[config.mk]
export PLATFORM = sky130hd
export DESIGN_NAME = mem_access_stage
export DESIGN_NICKNAME = d
export VERILOG_FILES = /design/src/rtl/mem_access_stage.sv
export SDC_FILE = /design/constraint.sdc
export NUM_CORES = 1
export LEC_CHECK = 0
export ABC_AREA = 0
export ABC_CLOCK_PERIOD_IN_PS = 2000
export CAP_MARGIN = 20
export CELL_PAD_IN_SITES_DETAIL_PLACEMENT = 1
export CELL_PAD_IN_SITES_GLOBAL_PLACEMENT = 1
export CORE_MARGIN = 2
export CORE_UTILIZATION = 25
export CTS_CLUSTER_DIAMETER = 60
export CTS_CLUSTER_SIZE = 12
export DETAILED_ROUTE_END_ITERATION = 16
export GPL_ROUTABILITY_DRIVEN = 0
export GPL_TIMING_DRIVEN = 0
export PLACE_DENSITY_LB_ADDON = 0.1
export SETUP_SLACK_MARGIN = 0.5
export SLEW_MARGIN = 40
export SYNTH_ARGS = -nofsm -noshare
export SYNTH_HDL_FRONTEND = slang
export SYNTH_SLANG_ARGS = --single-unit
[constraint.sdc]
create_clock -name clk -period 2 [get_ports clk]
set_input_delay 0.3 -clock clk [delete_from_list [all_inputs] [get_ports clk]]
set_output_delay 0.3 -clock clk [all_outputs]
set_load 0.02 [all_outputs]
[src/rtl/mem_access_stage.sv]
// MEM stage: req/ack data-bus master, load align/extend, store byte enables, pipeline stall.
// Ports: ex* from EX/MEM, bus* to memory, stall upstream, mem* to WB; `MISALIGN_TRAP_EN optional.
module mem_access_stage #(
  parameter int unsigned TIMEOUT_CYCLES = 255
) (
  input  logic        clk,
  input  logic        rst_n,
  input  logic        inValid,
  input  logic        memRead,
  input  logic        memWrite,
  input  logic [1:0]  memSize,
  input  logic        memUnsigned,
  input  logic [31:0] exNewPC,
  input  logic [31:0] exInstruction,
  input  logic [31:0] exAluOut,
  input  logic [31:0] exWriteData,
  input  logic [4:0]  exWriteReg,
  output logic        busReq,
  output logic        busWe,
  output logic [31:0] busAddr,
  output logic [31:0] busWdata,
  output logic [3:0]  busBe,
  input  logic        busAck,
  input  logic [31:0] busRdata,
  output logic        stall,
  output logic        memValid,
  output logic [31:0] memNewPC,
  output logic [31:0] memInstruction,
  output logic [31:0] memAluOut,
  output logic [31:0] memMemOut,
  output logic [4:0]  memWriteReg,
  output logic        memExc
);

  typedef enum logic {IDLE, BUS} state_t;

  localparam logic [7:0] TMO_LAST = 8'(TIMEOUT_CYCLES - 1);

  state_t      state;
  logic [7:0]  cnt;
  logic [1:0]  lane;
  logic [1:0]  size;
  logic        uns;
  logic        rd;

  logic        mem_op;
  logic        misalign;
  logic        accept;
  logic        timeout;
  logic [3:0]  be;
  logic [31:0] wdata;
  logic [7:0]  lb;
  logic [15:0] lh;
  logic [31:0] ldata;

  assign mem_op = inValid && (memRead || memWrite);

`ifdef MISALIGN_TRAP_EN
  always_comb begin
    misalign = 1'b0;
    unique case (1'b1)
      memSize == 2'b00: misalign = 1'b0;
      memSize == 2'b01: misalign = exAluOut[0];
      default:          misalign = |exAluOut[1:0];
    endcase
  end
`else
  assign misalign = 1'b0;
`endif

  assign accept  = (state == IDLE) && mem_op && !misalign;
  assign stall   = (state == BUS) || accept;
  assign timeout = !busAck && (cnt == TMO_LAST);

  // Reads enable all lanes; the lane is picked on the way back.
  always_comb begin
    be    = 4'hF;
    wdata = exWriteData;
    if (memWrite) begin
      unique case (1'b1)
        memSize == 2'b00: begin
          be    = 4'b0001 << exAluOut[1:0];
          wdata = {4{exWriteData[7:0]}};
        end
        memSize == 2'b01: begin
          be    = exAluOut[1] ? 4'b1100 : 4'b0011;
          wdata = {2{exWriteData[15:0]}};
        end
        default: ;
      endcase
    end
  end

  assign lb = busRdata[{lane, 3'b000} +: 8];
  assign lh = busRdata[{lane[1], 4'b0000} +: 16];

  always_comb begin
    ldata = busRdata;
    unique case (1'b1)
      size == 2'b00: ldata = {{24{lb[7] & ~uns}}, lb};
      size == 2'b01: ldata = {{16{lh[15] & ~uns}}, lh};
      default: ;
    endcase
    if (!rd) ldata = '0;
  end

  always_ff @(posedge clk or negedge rst_n) begin
    if (!rst_n) begin
      state          <= IDLE;
      cnt            <= '0;
      lane           <= '0;
      size           <= '0;
      uns            <= 1'b0;
      rd             <= 1'b0;
      busReq         <= 1'b0;
      busWe          <= 1'b0;
      busAddr        <= '0;
      busWdata       <= '0;
      busBe          <= '0;
      memValid       <= 1'b0;
      memNewPC       <= '0;
      memInstruction <= '0;
      memAluOut      <= '0;
      memMemOut      <= '0;
      memWriteReg    <= '0;
      memExc         <= 1'b0;
    end else begin
      memValid <= 1'b0;
      unique case (state)
        IDLE: begin
          if (inValid) begin
            memNewPC       <= exNewPC;
            memInstruction <= exInstruction;
            memAluOut      <= exAluOut;
            memWriteReg    <= exWriteReg;
            memMemOut      <= '0;
            memExc         <= 1'b0;
            if (accept) begin
              state    <= BUS;
              cnt      <= '0;
              busReq   <= 1'b1;
              busWe    <= memWrite;
              busAddr  <= {exAluOut[31:2], 2'b00};
              busBe    <= be;
              busWdata <= wdata;
              lane     <= exAluOut[1:0];
              size     <= memSize;
              uns      <= memUnsigned;
              rd       <= memRead;
            end else begin
              // Only a trapped misaligned access is a mem op here.
              memValid <= 1'b1;
              memExc   <= mem_op;
            end
          end
        end
        BUS: begin
          if (busAck || timeout) begin
            state     <= IDLE;
            busReq    <= 1'b0;
            busWe     <= 1'b0;
            memValid  <= 1'b1;
            memExc    <= !busAck;
            memMemOut <= busAck ? ldata : '0;
          end else begin
            cnt <= cnt + 8'd1;
          end
        end
      endcase
    end
  end

endmodule

=== Yosys cells after proc, flatten, opt, wreduce, memory -nomap -nowiden ===
Cells that the tools add are included.

* Reductions and logical operators: 14
* Mux-type cells: 34
* Shift operators: 3
* Equality and inequality tests: 7
* Bitwise gates (word level): 4
* Add/subtract/negate cells: 1

{| class="wikitable"
|+ Operator list
! cell !! count
|-
| one-hot mux 32 bit (2 select lines) || 3
|-
| 2-to-1 mux 32 bit || 5
|-
| variable part select 32 x 6 -> 16 bit || 1
|-
| variable part select 32 x 6 -> 8 bit || 1
|-
| 2-to-1 mux 8 bit || 3
|-
| one-hot mux 8 bit (2 select lines) || 1
|-
| 2-to-1 mux 1 bit || 14
|-
| one-hot mux 1 bit (2 select lines) || 5
|-
| AND reduction 3 bit || 3
|-
| adder 8 x 1 -> 8 bit (second input constant) || 1
|-
| equality test 8 bit (second input constant) || 1
|-
| 2-to-1 mux 4 bit || 2
|-
| one-hot mux 4 bit (2 select lines) || 1
|-
| != test 2 bit (second input constant) || 3
|-
| equality test 2 x 1 -> 1 bit (second input constant) || 2
|-
| logical NOT 2 bit || 2
|-
| AND reduction 2 bit || 2
|-
| << shifter 1 x 2 -> 4 bit (first input constant) || 1
|-
| logical AND 1 bit || 3
|-
| logical OR 1 bit || 3
|-
| bitwise AND 1 bit || 2
|-
| != test 2 x 1 -> 1 bit (second input constant) || 1
|-
| NOT 1 bit || 2
|-
| logical NOT 1 bit || 1
|}

* Flip-flop bits (word level): 218
* Input bits: 174
* Output and inout port bits: 206
* Word-level logic and storage cells: 81

=== Depth between registers and ports, before layout ===
Gate-level depths: netlist of the first run.

* Depth after elaboration: 7
* Depth in mapped cells: 8
* Gate-level depth less buffers: 6

=== Worst setup path before layout of the first run ===
OpenSTA, ideal clock, no wires.

* Path type: register to register
* Start point: register cnt[0]
* End point: register cnt[5]
* Stages on the path, launching flop included: 8
* Setup slack: 241 ps
* Arrival time: 1,620 ps
* Buffers on the path: 1
* Setup time: 140 ps
* Period minus slack after synthesis: 1,759 ps
* Required time: 1,860 ps
* Cell sequence: dfrtp_1 -> inv_1 -> ha_1 -> and4_4 -> a22o_4 -> buf_2 -> o311ai_0 -> o41ai_1

* Word-level cells in the longest chain between the ends: 5
* Elaborated cells between the ends (all ways): 8
* Classes of those cells: add/sub: 1; eq/ne: 2; mux: 2; reduce/logical: 3

{| class="wikitable"
|+ RTL lines
! item !! RTL line !! source
|-
| start: declaration || 40 || <nowiki>logic [7:0] cnt;</nowiki>
|-
| start signal: assignment || 166 || <nowiki>cnt <= cnt + 8'd1;</nowiki>
|-
| branches (longest 5 deep; another with adder 8 x 1 -> 8 bit) || - ||
|}

Parallel ways; which one is timed is not known. The select of a mux whose other input is x is not followed.
A chain may end at the register's enable or synchronous reset.

=== Final worst setup path of the first run ===
* Start point: register lane[1]
* End point: register memMemOut[11]

* Word-level cells in the longest chain between the ends: 7
* Elaborated cells between the ends (all ways): 8
* Classes of those cells: shift: 2; mux: 5; bitwise: 1

{| class="wikitable"
|+ RTL lines
! item !! RTL line !! source
|-
| start: declaration || 41 || <nowiki>logic [1:0] lane;</nowiki>
|-
| start signal: assignment || 146 || <nowiki>lane <= exAluOut[1:0];</nowiki>
|-
| variable part select 32 x 6 -> 8 bit || 94 || <nowiki>assign lb = busRdata[{lane, 3'b000} +: 8];</nowiki>
|-
| bitwise AND 1 bit || 100 || <nowiki>size == 2'b00: ldata = {{24{lb[7] & ~uns}}, lb};</nowiki>
|-
| one-hot mux 32 bit (2 select lines) * || 99 || <nowiki>unique case (1'b1)</nowiki>
|-
| 2-to-1 mux 32 bit * || 104 || <nowiki>if (!rd) ldata = '0;</nowiki>
|-
| 2-to-1 mux 32 bit * || 164 || <nowiki>memMemOut <= busAck ? ldata : '0;</nowiki>
|-
| 2-to-1 mux 32 bit * || 158 || <nowiki>if (busAck || timeout) begin</nowiki>
|-
| one-hot mux 32 bit (2 select lines) * || 129 || <nowiki>unique case (state)</nowiki>
|-
| end signal: assignment || 164 ||
|-
| end: declaration || 30 || <nowiki>output logic [31:0] memMemOut,</nowiki>
|}

Every way passes the cells marked *; elsewhere a longest branch is shown, timed or not. The select of a mux whose other input is x is not followed.

==> flow_summary.json, run 1 <==
{
  "die_h_um": 196,
  "die_w_um": 196,
  "grt_setup_unrepaired": "true",
  "ys_seq_area_share_pct": 59.3,
  "design_area_um2": 15000,
  "cts.sinks": 218,
  "antenna_found_initial": 3,
  "synth_edf_count": 0,
  "synth_compound_area_share_pct": 7.37,
  "ys.flop_type": "dfrtp_1",
  "relSlewSlack_pct": 47.7,
  "hold_path_class": "input port to flip-flop",
  "via_count": 8693,
  "ys_ff_latch": 218,
  "vias_per_cell": 4.48,
  "startpoint_type": "flip-flop",
  "maxCapViolCount": 0,
  "cp_cell_sequence": "buf_6 -> mux4_2 -> a21oi_4 -> buf_12 -> nand2_4 -> a32o_2",
  "cts-buffers-inserted": 31,
  "die-area_um2": 38300,
  "setup_viol": 0,
  "post_dp_cell_area_um2": 13700,
  "insertion_delay_ns": 0.59,
  "place_hpwl_mm": 25.8,
  "instances_no_fill": 1940,
  "ys_types": 52,
  "whs_ns": 0.105,
  "cpPeakStageDelay_ns": 0.53,
  "grt_pass1_vias": 9188,
  "mostFrequentLayoutCells": "nand2_1, dfrtp_1, buf_2",
  "drc": 0,
  "core-area_um2": 36400,
  "start_util_pct": 25.2,
  "yosys_warnings": 0,
  "grt_max_degree": 58,
  "final_core_util_pct": 41.0,
  "final_common_cell": "nand2_1",
  "post-route-period-util_pct": 86.8,
  "cp_max_fo": 5,
  "cellLeakagePower_uw": 0.00763,
  "arrival_ns": 2.20,
  "areaGrowthSynthToFinish_pct": 62.6,
  "async_reset_ff_share_pct": 100,
  "cp_slowest_cell": "mux4_2",
  "ir_drop_uv": 828,
  "path_clk_slew_ns": 0.06,
  "layout-drive-gt1-share_pct": 30.0,
  "grt_pass1_wl_mm": 54.9,
  "fin_ws_ns": 0.265,
  "ant_nets": 0,
  "drv_slew": 0,
  "drt_pre_antenna_iters": 4,
  "track_usage_pct": 18.3,
  "synth-simple-area-share_pct": 25.8,
  "finalNetCount": 1624,
  "synthMuxAreaShare_pct": 3.95,
  "io-pin-count": 380,
  "num_rows": 70,
  "cp_num_buf_inv": 2,
  "place_worst_setup_slack_ns": -0.649,
  "crit_required_ns": 2.47,
  "syn_area_per_cell_um2": 9.30,
  "hold_viol": 0,
  "worstMarginPinSlew_ns": 0.776,
  "clock-root-buffer": "clkbuf_16",
  "synth_cells": 989,
  "synth_fa_ha_area_share_pct": 0.272,
  "finClkSkew_ns": 0.0161,
  "synthXorXnorAreaFrac_pct": 0.0952,
  "drt-initial-drc-count": 401,
  "cts_tree": "yes",
  "fin_crit_ns": 1.74,
  "wl_per_cell_um": 18.8,
  "placed_cells": 1839,
  "n_antenna_cell": 0,
  "overflow": 0,
  "critical_path_class": "flip-flop to flip-flop",
  "h-tree-depth": 1,
  "postRouteWirelength_mm": 36.5,
  "clk_path_buf_depth": 3,
  "portBuffers": 377,
  "synth_top_family_by_area": "simple AND/OR/NAND/NOR gates",
  "p_per_area_nw_per_um2": 1290,
  "status": "completed",
  "fmax_mhz": 576,
  "endpoint_kind": "flip-flop",
  "cp_top_family": "multiplexers",
  "synthesis.area_um2": 9200
}
-- report_power, final --
group / total, uW / internal (uW) / switching, uW
clock: 6150 / 3810 / 2350
sequential: 6390 / 5670 / 714
combinational: 6790 / 2680 / 4110
-- per-layer routing --
| metal | vias up | global-route usage (%) | part of all wire [%] | wire length, um |
|---|---|---|---|---|
| met5 | - | 0 | 0.071 | 26 |
| met4 | 4 | 4.12 | 2.0 | 728 |
| met3 | 51 | 6.19 | 7.9 | 2890 |
| met2 | 244 | 30.1 | 46 | 17000 |
| met1 | 4260 | 23.4 | 44 | 15900 |
| li1 | 4134 | - | - | - |
-- worst register-to-register path: stages (launching register included) --
cell     delay (ns)
dfrtp_1        0.34
buf_6          0.12
mux4_2         0.53
a21oi_4        0.19
buf_12         0.16
nand2_4        0.05
a32o_2         0.23
-- state kept, by name, indices dropped and copies added, names as in the netlist --
signal / cells
busWe: 1
cnt: 8
busWdata: 32
memNewPC: 32
rd: 1
state: 1
busBe: 4
memInstruction: 32
lane: 2
busReq: 1
uns: 1
memAluOut: 32
memExc: 1
memValid: 1
memWriteReg: 5
size: 2
memMemOut: 32
busAddr: 30
-- worst paths after layout --
path                                         from                   endpoint  slack, ns  cells after the start
max                           lane[1]$_DFFE_PN0P_  memMemOut[11]$_DFFE_PN0P_       0.26                      6
min                                      memWrite          busWe$_DFFE_PN0P_       0.10                      3
min in group asynchronous                   rst_n  memMemOut[30]$_DFFE_PN0P_       0.15                      2
min reg2reg                busAddr[8]$_DFFE_PN0P_     busAddr[8]$_DFFE_PN0P_       0.47                      2
max in group asynchronous                   rst_n   memAluOut[0]$_DFFE_PN0P_       0.99                      4
max reg2reg                   lane[1]$_DFFE_PN0P_  memMemOut[11]$_DFFE_PN0P_       0.26                      6
-- cell families after synthesis --
kind of cell	after synthesis
multiplexers	33
AO/OA/AOI/OAI	84
flip-flops	218
AND/OR/NAND/NOR	584
adder cells (fa/ha/maj)	2
XOR/XNOR	1
other	1
buffers and inverters	66
-- cell type report --
| cell class | count | area [um2] |
|---|---|---|
| Fill cell | 4174 | 21500 |
| Sequential cell | 218 | 5460 |
| Multi-Input combinational cell | 706 | 3680 |
| Timing Repair Buffer | 425 | 3470 |
| Clock buffer | 35 | 831 |
| Buffer | 61 | 594 |
| Tap cell | 468 | 586 |
| Clock inverter | 22 | 318 |
| Inverter | 5 | 18.8 |
-- synthesized netlist by cell type (2+ instances only) --
master     count  area share, %
o21a_1         2           0.16
a221o_1        6           0.65
buf_4          3           0.24
or3_1          2           0.14
a41oi_1        2           0.19
a32o_1         8           0.87
nand2_1      493             20
nor2b_1        8           0.54
mux2_2        16            2.0
nor2_1        10           0.41
and4_1         2           0.19
a221o_2       10            1.2
and3_1         2           0.14
inv_1          5           0.20
a31oi_1        3           0.20
buf_1          6           0.24
o211ai_1       2           0.16
nand3_1       35            1.9
o21ai_0       24            1.3
or4_1          2           0.16
and2_1         2           0.14
buf_2         13           0.71
ha_1           2           0.27
nand2b_1      22            1.5
buf_6          2           0.24
o2bb2ai_1      7           0.67
mux2i_1       16            1.7
o31ai_1        3           0.24
clkbuf_1      37            1.5
a21oi_1        5           0.27
dfrtp_1      218             59
-- metrics by stage --
step	TNS [ns]	total power, uW
floorplan	0	9810
global placement	-2240.97	13600
detailed placement	-81.14	13700
CTS	0	19100
global route	0	20400
finish	0	19300
-- repair_timing --
item                       CTS  global route
hold buffers                 1             0
buffers inserted            13            22
resized for setup          837           236
hold endpoints to repair   130             0
pin swaps                   12            30
setup endpoints to repair  419           242
cloned                       0             8
Note: power is estimated with default switching activity, not from simulation.
==> run 2, diff against run 1 <==
SETUP_SLACK_MARGIN = default   (was 0.5)
==> flow_summary.json, run 2 (synthesis results as in run 1) <==
{
  "status": "completed",
  "place_hpwl_mm": 25.9,
  "grt_setup_unrepaired": "false",
  "start_util_pct": 25.2,
  "clockPowerShare_pct": 27.5,
  "arrival_ns": 1.62,
  "wl_per_cell_um": 18.7,
  "grt_pass1_vias": 9263,
  "postRouteWirelength_mm": 35.4,
  "final_common_cell": "nand2_1",
  "hold_path_class": "input port to flip-flop",
  "mostFrequentLayoutCells": "nand2_1, clkdlybuf4s50_1, dfrtp_1",
  "cp-startpoint": "busReq$_DFFE_PN0P_",
  "cts.sinks": 218,
  "worstMarginPinSlew_ns": 0.705,
  "endpoint_kind": "primary output",
  "rr_endpoint": "memMemOut[27]$_DFFE_PN0P_",
  "cts-buffers-inserted": 29,
  "cp_num_buf_inv": 1,
  "cellLeakagePower_uw": 0.00689,
  "areaGrowthSynthToFinish_pct": 59.7,
  "cts_tree": "yes",
  "intPower_uw": 12100,
  "clock-root-buffer": "clkbuf_16",
  "sw_frac_of_total_pct": 35.5,
  "vias_per_cell": 4.47,
  "rr_worst_depth": 6,
  "whs_ns": 0.172,
  "drt_pre_antenna_iters": 4,
  "overflow": 0,
  "finClkSkew_ns": 0.0141,
  "design_area_um2": 14700,
  "core-area_um2": 36400,
  "crit_end": "busReq",
  "die_w_um": 196,
  "cp_max_fo": 2,
  "post-route-period-util_pct": 95.9,
  "via_count": 8463,
  "grt_pass1_wl_mm": 54.9,
  "setup_viol": 0,
  "maxCapViolCount": 0,
  "drt-initial-drc-count": 284,
  "path_clk_slew_ns": 0.06,
  "fmax_mhz": 521,
  "startpoint_type": "flip-flop",
  "ant_nets": 0,
  "die-area_um2": 38300,
  "track_usage_pct": 18.3,
  "critical_path_class": "flip-flop to primary output",
  "p_per_area_nw_per_um2": 1280,
  "cp_slowest_cell": "clkdlybuf4s50_1",
  "clk_path_buf_depth": 3,
  "relSlewSlack_pct": 53.0,
  "insertion_delay_ns": 0.55,
  "layout-drive-gt1-share_pct": 9.05,
  "num_rows": 70,
  "p_comb_share_pct": 38.3,
  "grt_max_degree": 67,
  "pwr-share-seq_pct": 34.2,
  "crit_required_ns": 1.70,
  "rrSetupSlack_ns": 0.12,
  "drc": 0,
  "hold_viol": 0,
  "io-pin-count": 380,
  "nFillCells": 4190,
  "finalNetCount": 1582,
  "crit_cells": 1,
  "ir_drop_uv": 660,
  "rr_startpoint": "state$_DFF_PN0_",
  "portBuffers": 377,
  "cpPeakStageDelay_ns": 0.72,
  "drv_slew": 0,
  "antenna_found_initial": 2,
  "p_sw_uw": 6650,
  "cp_cell_sequence": "clkdlybuf4s50_1",
  "fin_crit_ns": 1.92,
  "post_dp_cell_area_um2": 13600,
  "cp_top_family": "buffers and inverters",
  "h-tree-depth": 1,
  "die_h_um": 196
}
## run 2: cell type report
type,count,area [um2],area share (%)
clock inverters,10,115,0.784
inverters,5,18.8,0.128
clock buffers,40,827,5.63
plain buffers,61,307,2.09
repair buffers,385,3900,26.5
multi-input cells,706,3480,23.7
diodes,1,2.50,0.0170
well taps,468,586,3.99
flip-flops and latches,218,5460,37.1
## run 2: what timing repair did
action,4_1_cts,5_1_grt
gates resized for setup,21,22
endpoints found under the setup margin,112,99
setup buffers,0,4
pin swaps,0,1
hold endpoints to repair,40,0
hold buffers,1,0
## run 2: power groups by stage
stage          sequential [uW]  combinational (uW)  clock (uW)
6_report                  6410                7180        5150
5_1_grt                   6610                7780        5490
4_1_cts                   6430                7280        5320
3_5_place_dp              6480                7220           0
3_3_place_gp              6450                7150           0
2_1_floorplan             7900                1880           0
## run 2: stage by stage
stage | total power (uW) | setup WS, ns | cells | utilization (%) | TNS (ns)
global placement | 13600 | -10.01 | 1835 | 37.2 | -2255.15
finish | 18700 | 0.0817 | 1894 | 40.3 | 0
global route | 19900 | 0.00378 | 1893 | 40.3 | 0
detailed placement | 13700 | -0.655 | 1838 | 37.5 | -86.08
CTS | 19000 | -0.0221 | 1889 | 40.2 | -0.0221
floorplan | 9780 | 0.241 | 990 | - | 0
## run 2: how the worst min path moves through the flow
| stage | start | to | slack [ns] | cells past startpoint |
|---|---|---|---|---|
| global route | memWrite | busWe$_DFFE_PN0P_ | 0.20 | 3 |
| detailed placement | rst_n | busWdata[2]$_DFFE_PN0P_ | 0.24 | 1 |
| CTS | rst_n | busWdata[2]$_DFFE_PN0P_ | 0.25 | 2 |
| finish | memWrite | busWe$_DFFE_PN0P_ | 0.17 | 3 |
| global placement | rd$_DFFE_PN0P_ | rd$_DFFE_PN0P_ | 0.45 | 2 |
| floorplan | rst_n | busAddr[10]$_DFFE_PN0P_ | 0.004 | 0 |
## run 2: per-layer routing
| metal | vias to the layer above | global-route usage (%) | share of wire, % |
|---|---|---|---|
| met1 | 4140 | 22.6 | 43 |
| met4 | 4 | 3.25 | 1.6 |
| met2 | 247 | 31.1 | 47 |
| met3 | 41 | 6.86 | 9.0 |
| li1 | 4031 | - | - |
| met5 | - | 0 | 0.059 |
